`src/rtl/alu_scheduler.sv`:
```
// alu_scheduler: two-requester round-robin front end for a shared
// combinational ALU. One operation is in flight at a time. The operands are
// registered onto the ALU, held for EXEC_CYCLES cycles, and then the result
// and flags are captured. They are returned over a response handshake tagged
// with the requester id.
//
// Ports
//   clk, rst                        clock, synchronous active-high reset
//   reqN_valid / reqN_ready         request handshake, N = 0,1
//   reqN_a, reqN_b, reqN_sel        operands (signed) and ALU select
//   alu_a, alu_b, alu_sel           registered operands/select to the ALU
//   alu_out, alu_carry..alu_sign    ALU result and flags
//   resp_valid / resp_ready         response handshake
//   resp_id, resp_data, resp_flags  requester id, result, {c,v,p,z,s}
//   op_count0, op_count1            saturating completed-response counters
module alu_scheduler #(
    parameter int W           = 4,
    parameter int EXEC_CYCLES = 1
) (
    input  logic         clk,
    input  logic         rst,
    input  logic         req0_valid,
    output logic         req0_ready,
    input  logic [W-1:0] req0_a,
    input  logic [W-1:0] req0_b,
    input  logic [2:0]   req0_sel,
    input  logic         req1_valid,
    output logic         req1_ready,
    input  logic [W-1:0] req1_a,
    input  logic [W-1:0] req1_b,
    input  logic [2:0]   req1_sel,
    output logic [W-1:0] alu_a,
    output logic [W-1:0] alu_b,
    output logic [2:0]   alu_sel,
    input  logic [W-1:0] alu_out,
    input  logic         alu_carry,
    input  logic         alu_overflow,
    input  logic         alu_parity,
    input  logic         alu_zero,
    input  logic         alu_sign,
    output logic         resp_valid,
    input  logic         resp_ready,
    output logic         resp_id,
    output logic [W-1:0] resp_data,
    output logic [4:0]   resp_flags,
    output logic [7:0]   op_count0,
    output logic [7:0]   op_count1
);

    typedef enum logic [1:0] {
        S_IDLE = 2'd0,
        S_EXEC = 2'd1,
        S_RESP = 2'd2
    } state_t;

    localparam logic [3:0] EXEC_LOAD = 4'(EXEC_CYCLES - 1);

    state_t       state_q, state_d;
    logic [3:0]   exec_cnt_q;
    logic         cur_id_q;
    logic         last_id_q;
    logic [W-1:0] alu_a_q, alu_b_q;
    logic [2:0]   alu_sel_q;
    logic [W-1:0] resp_data_q;
    logic [4:0]   resp_flags_q;
    logic [7:0]   opcnt0_q, opcnt1_q;
    logic         grant0, grant1;
    logic         accept, exec_done, resp_hs;

    function automatic logic [7:0] sat_inc(input logic [7:0] c);
        return (c == 8'hFF) ? c : c + 8'd1;
    endfunction

    // On contention the requester not served last wins; last_id resets to 1
    // so requester 0 wins the first contention.
    always_comb begin
        grant0 = req0_valid & (~req1_valid | last_id_q);
        grant1 = req1_valid & (~req0_valid | ~last_id_q);
    end

    assign accept    = req0_ready | req1_ready;
    assign exec_done = (state_q == S_EXEC) && (exec_cnt_q == 4'd0);
    assign resp_hs   = resp_valid & resp_ready;

    // State register
    always_ff @(posedge clk) begin
        if (rst) begin
            state_q <= S_IDLE;
        end else begin
            state_q <= state_d;
        end
    end

    // Next-state logic
    always_comb begin
        state_d = state_q;
        case (state_q)
            S_IDLE:  if (accept)    state_d = S_EXEC;
            S_EXEC:  if (exec_done) state_d = S_RESP;
            S_RESP:  if (resp_hs)   state_d = S_IDLE;
            default: state_d = S_IDLE;
        endcase
    end

    // Output logic
    always_comb begin
        req0_ready = (state_q == S_IDLE) & grant0;
        req1_ready = (state_q == S_IDLE) & grant1;
        resp_valid = (state_q == S_RESP);
    end

    // Operand, capture and counter registers. Every one of them clears on
    // reset, so an abandoned op leaves nothing visible behind.
    always_ff @(posedge clk) begin
        if (rst) begin
            exec_cnt_q   <= 4'd0;
            cur_id_q     <= 1'b0;
            last_id_q    <= 1'b1;
            alu_a_q      <= '0;
            alu_b_q      <= '0;
            alu_sel_q    <= 3'd0;
            resp_data_q  <= '0;
            resp_flags_q <= 5'd0;
            opcnt0_q     <= 8'd0;
            opcnt1_q     <= 8'd0;
        end else begin
            if (accept) begin
                alu_a_q    <= grant1 ? req1_a   : req0_a;
                alu_b_q    <= grant1 ? req1_b   : req0_b;
                alu_sel_q  <= grant1 ? req1_sel : req0_sel;
                cur_id_q   <= grant1;
                exec_cnt_q <= EXEC_LOAD;
            end
            if (state_q == S_EXEC) begin
                if (exec_cnt_q == 4'd0) begin
                    resp_data_q  <= alu_out;
                    resp_flags_q <= {alu_carry, alu_overflow, alu_parity,
                                     alu_zero, alu_sign};
                end else begin
                    exec_cnt_q <= exec_cnt_q - 4'd1;
                end
            end
            if (resp_hs) begin
                last_id_q <= cur_id_q;
                if (cur_id_q) opcnt1_q <= sat_inc(opcnt1_q);
                else          opcnt0_q <= sat_inc(opcnt0_q);
            end
        end
    end

    assign alu_a      = alu_a_q;
    assign alu_b      = alu_b_q;
    assign alu_sel    = alu_sel_q;
    assign resp_id    = cur_id_q;
    assign resp_data  = resp_data_q;
    assign resp_flags = resp_flags_q;
    assign op_count0  = opcnt0_q;
    assign op_count1  = opcnt1_q;

endmodule
```
`config.mk`:
```
export PLATFORM = sky130hd
export DESIGN_NAME = alu_scheduler
export DESIGN_NICKNAME = d
export VERILOG_FILES = /design/src/rtl/alu_scheduler.sv
export SDC_FILE = /design/constraint.sdc
export NUM_CORES = 1
export LEC_CHECK = 0
export BUFFER_PORTS_ARGS = -buffer_cell sky130_fd_sc_hd__buf_2
export CORE_MARGIN = 1
export CORE_UTILIZATION = 36
export DETAILED_ROUTE_END_ITERATION = 7
export HOLD_SLACK_MARGIN = 0.06
export PLACE_DENSITY_LB_ADDON = 0.12
export SLEW_MARGIN = 10
export SYNTH_ARGS = -nofsm -noshare
export SYNTH_HDL_FRONTEND = slang
export SYNTH_SLANG_ARGS = --single-unit
```
`constraint.sdc`:
```
create_clock -name clk -period 3.72 [get_ports clk]
set_input_delay 0.558 -clock clk [delete_from_list [all_inputs] [get_ports clk]]
set_output_delay 0.558 -clock clk [all_outputs]
set_load 0.01 [all_outputs]
```
Word level (Yosys, flattened, before mapping)
Cells that the tools add are included.
- flip-flop bits (word level): 44
- input bits: 36
- output and inout bits: 40
- logic and storage cells: 52
- add/subtract/negate cells: 3
- equality and inequality tests: 7
- multiplexer cells: 10
- bitwise operators: 14
- reduce and logical (&&, ||, !) cells: 7
- operators by type and width (kind ; count):
    two-way mux 4 bit ; 5
    adder 8 x 1 -> 8 bit (second input constant) ; 2
    == test 8 bit (second input constant) ; 2
    AND reduction 3 bit ; 3
    two-way mux 2 bit ; 3
    inverter 1 bit ; 6
    one-hot mux 2 bit (3 select lines) ; 1
    bitwise AND 1 bit ; 5
    zero test 4 bit ; 1
    inequality test 2 bit (second input constant) ; 2
    subtractor 4 x 1 -> 4 bit (second input constant) ; 1
    two-way mux 3 bit ; 1
    bitwise OR 1 bit ; 3
    == test 2 x 1 -> 1 bit (second input constant) ; 1
    == test 2 bit (second input constant) ; 1
    zero test 2 bit ; 1
    inequality test 2 x 1 -> 1 bit (second input constant) ; 1
    AND reduction 2 bit ; 1
    logical AND 1 bit ; 1

Depth between registers and ports, before layout
- word-level depth: 8
- mapped depth: 7
- depth with buffers taken out: 6

Least setup slack after synthesis
Ideal clock, no wire load.
- path type: reg-to-reg
- start: register opcnt1_q[0] (netlist: op_count1[0])
- end: register opcnt1_q[7] (netlist: op_count1[7])
- library setup time: 0.116 ns
- arrival time: 1.412 ns
- required time: 3.604 ns
- slack: 2.193 ns
- stages on the path, launching flop included: 6
- buffers on the path: 0
- period minus slack after synthesis: 1.527 ns
- cell sequence: dfxtp_1 ha_1 and4_1 nor4_4 a21oi_1 a31o_1
- longest elaborated chain between the ends: 3
- ends and longest elaborated chain (element ; RTL line ; text):
    start: declaration ; 66 ; logic [7:0] opcnt0_q, opcnt1_q;
    start signal: assignment ; 145 ; if (cur_id_q) opcnt1_q <= sat_inc(opcnt1_q);
    branches (longest 3 deep; another with adder 8 x 1 -> 8 bit) ; - ;
Several ways; the timed one is not identified.
A chain may end at the register's enable or synchronous reset.

Worst setup path in the final report
- start: input port req1_valid
- end: output port req1_ready
- longest elaborated chain between the ends: 2
- ends and longest elaborated chain (element ; RTL line ; text):
    start: declaration ; 27 ; input logic req1_valid,
    bitwise AND 1 bit ; 78 ; grant1 = req1_valid & (~req0_valid | ~last_id_q);
    bitwise AND 1 bit ; 108 ; req1_ready = (state_q == S_IDLE) & grant1;
    end: declaration ; 28 ; output logic req1_ready,
Every way passes these cells.

==> impl_metrics.csv <==
group,metric,value,unit
setup_path,critPathKind,"input pin to primary output",
sta,rsz0062_at_grt,"false",
cts,cts_hold_buf,0,
sta,setup_violations,0,
synth,ys_seq_elements,44,
cts,htreeDepth,2,
global_routing,track_usage,15.7,%
setup_path,critPathTopFamily,"buffers and inverters",
synth,ys_top_cells_by_area,"dfxtp_1, mux2i_1, nor2_1, a211oi_1, a21oi_1",
placement,dpl.hpwl,3260,um
power,finalPower,1.17,mW
synth,yosys_most_used_dff,"dfxtp_1",
floorplan,fp-row-count,27,
synth,ys_async_sr_fraction,0,%
cells_and_area,final_nets,335,
cts,clkSlewWorstSetupHoldPaths,80,ps
cts,cts-resized-gates,0,
synth,avgSynthCellArea,9.21,um2
cts,numClockSinks,44,
setup_path,cpMostUsedCell,"buf_2",
cts,cts_setup_buffers,0,
synth,synth.top_cell.area_share,42.9,%
synth,ys_types,52,
global_routing,grt_use_met1,19.7,%
global_routing,first_global_vias,1668,
power,seq_power_share,44.3,%
setup_path,reg2reg_slack,1870,ps
worst_hold_path,hold_path.class,"flip-flop to flip-flop",
routing,drc,0,
cells_and_area,layout_commonest_cell,"buf_2",
placement,gp_congestion,0.783,
setup_path,worstPathRequired,3160,ps
setup_path,slowest_delay,230,ps
worst_hold_path,min_from,"resp_flags[3]",
cts,cts_tree,"yes",
sta,setup_slack,1800,ps
sta,maxSlewViolCount,0,
floorplan,die_width,77.5,um
cells_and_area,register_area,881,um2
setup_path,arrival,1360,ps
cells_and_area,design_area,2620,um2
placement,dpl_worst_slack,1800,ps
sta,fin_hold_ws,455,ps
sta,max_slew_margin,45.3,%
status,outcome,"finished clean",
placement,place_inst,361,
floorplan,die_h,77.5,um
power,switching_share,22.8,%
power,p_sw,266,uW
cells_and_area,fill_cells,559,
setup_path,cp-start-kind,"input pin",
sta,period_share,51.5,%
setup_path,ff2ff_path_depth,6,
cells_and_area,utilization,47.6,%
global_routing,gr-total-overflow,0,
cts,clockBufferDepth,2,
sta,finalSetupTns,0,ps
synth,yosys_warnings,0,
synth,syn_nets,262,
setup_path,cpMaxStageDelayCell,"buf_4",
synth,synth_top_area_cell,"dfxtp_1",
global_routing,antenna_found_initial,0,
synth,synth_seq_area_share,42.9,%
cells_and_area,drive_above_1_share,34.0,%
setup_path,worstSetupEndpointType,"primary output",
floorplan,dieArea,6010,um2
global_routing,grt_max_degree,47,
setup_path,path_buf_inv,3,
setup_path,r2r_start,"exec_cnt_q[0]",
placement,place_area,2460,um2
global_routing,gr-usage-met2,25.3,%
setup_path,r2r_end,"resp_flags[1]",
global_routing,grt_pass1_wl,7590,um
sta,hold_viol_final,0,
floorplan,start_util,37.3,%
cts,clk_latency,290,ps
sta,period_needed,1920,ps
routing,avgViaCountPerCell,4.96,
synth,synth_edf_count,0,
power,power_frac_comb,12.9,%
routing,drt-total-wl,4450,um
cells_and_area,syn2layout_area_growth,27.7,%
worst_hold_path,whs_endpoint,"resp_flags[3]",
global_routing,grt-busiest-layer,"met2",
cells_and_area,multi_input_area,1090,um2
synth,syn_area,2050,um2
sta,tightestPinTransition,820,ps
power,power_density,445,nW/um2
cells_and_area,final_cells,369,
setup_path,crit_fanout,12,
setup_path,cp_cell_sequence,"buf_2 > a21boi_2 > buf_4 > and2_1 > buf_2",
power,p_clk_share,42.8,%
sta,clock_skew,1.63,ps
floorplan,core-area,5510,um2
worst_hold_path,hold_depth,2,
power,p_int,900,uW
global_routing,grt_util_met3,4.47,%
cts,cts_buffers,5,
routing,dr.pass1.iters,4,
routing,drt-wirelength-per-cell,12.1,um
synth,synth_cells,223,
floorplan,io_pins,76,
placement,portBuffers,75,
cts,root_buffer,"clkbuf_8",
cells_and_area,layout_common_cells,"buf_2, dfxtp_1, nor2_1",
routing,drtIter0Drc,93,
power,ir_drop,185,uV
cells_and_area,antenna-diode-count,0,
routing,vias,1832,
routing,drtAntennaViolNets,0,
sta,timing.fmax,0.522,GHz
power,power_leakage,1.19,nW
flow_run,max-cap-violations,0,
## Yosys cell counts (2+ instances only)
library cell / count
a211oi_1: 13
ha_1: 3
a31oi_1: 2
nor2_1: 31
or3_1: 2
o21ai_2: 2
nand3_1: 17
nand4_1: 3
and2_1: 2
a21oi_1: 18
buf_2: 3
mux2i_1: 13
clkbuf_1: 4
nand2b_1: 2
o21ai_0: 2
inv_1: 5
and3_1: 3
dfxtp_1: 44
xor2_1: 7
nand2_1: 12
o211ai_1: 2
nor3_1: 3
## worst reg2reg max path, delay by kind of cell, from the launching register on
kind            cells  cell delay [ps]
buf+inv             1               80
fa+ha+maj           1              180
simple gates        3             1050
flops               1              330
compound gates      1               70
## power groups by stage
| stage | registers, mW | clock network [mW] | logic, mW |
|---|---|---|---|
| 5_1_grt | 0.521 | 0.530 | 0.170 |
| 2_1_floorplan | 0.537 | 0 | 0.0848 |
| 3_3_place_gp | 0.527 | 0 | 0.152 |
| 4_1_cts | 0.518 | 0.512 | 0.153 |
| 3_5_place_dp | 0.528 | 0 | 0.153 |
| 6_report | 0.517 | 0.499 | 0.150 |
## flip-flops by register name, summed over array words and instances, names as in the netlist, 2 cells and up
signal	flops
op_count1	8
resp_flags	5
alu_b	4
alu_sel	3
exec_cnt_q	4
resp_data	4
state_q	2
alu_a	4
op_count0	8
## how the worst max path moves through the flow
stage	from	end	slack (ps)	cells after the start
6_report	req1_valid	req1_ready	1800	5
5_1_grt	exec_cnt_q[0]	resp_data[2]	1650	6
4_1_cts	state_q[1]	req0_ready	1750	4
3_5_place_dp	req1_valid	req1_ready	1800	5
3_3_place_gp	req1_valid	req1_ready	1820	5
2_1_floorplan	op_count1[0]	op_count1[7]	2190	5
## cell families after synthesis
group / Yosys count / synth area share, %
AOI/OAI and AO/OA: 49 / 16.2
buffers and inverters: 15 / 3.96
and+or+nand+nor: 90 / 24.8
DFF: 44 / 42.9
adders and majority gates: 3 / 1.83
xor gates and xnor gates: 8 / 3.41
muxes: 14 / 6.89
## cell type report
type | count | area share, %
Sequential cell | 44 | 33.6
Tap cell | 72 | 3.44
Clock inverter | 3 | 3.44
Inverter | 5 | 0.716
Multi-Input combinational cell | 164 | 41.6
Clock buffer | 5 | 2.62
Timing Repair Buffer | 76 | 14.6
## metal layers
| metal | share of wire, % | vias to the layer above |
|---|---|---|
| met4 | 1.4 | 0 |
| met5 | 0 | - |
| met1 | 47 | 812 |
| met3 | 6.0 | 7 |
| met2 | 45 | 64 |
| li1 | - | 949 |
Power figures use the tool's default switching activity.
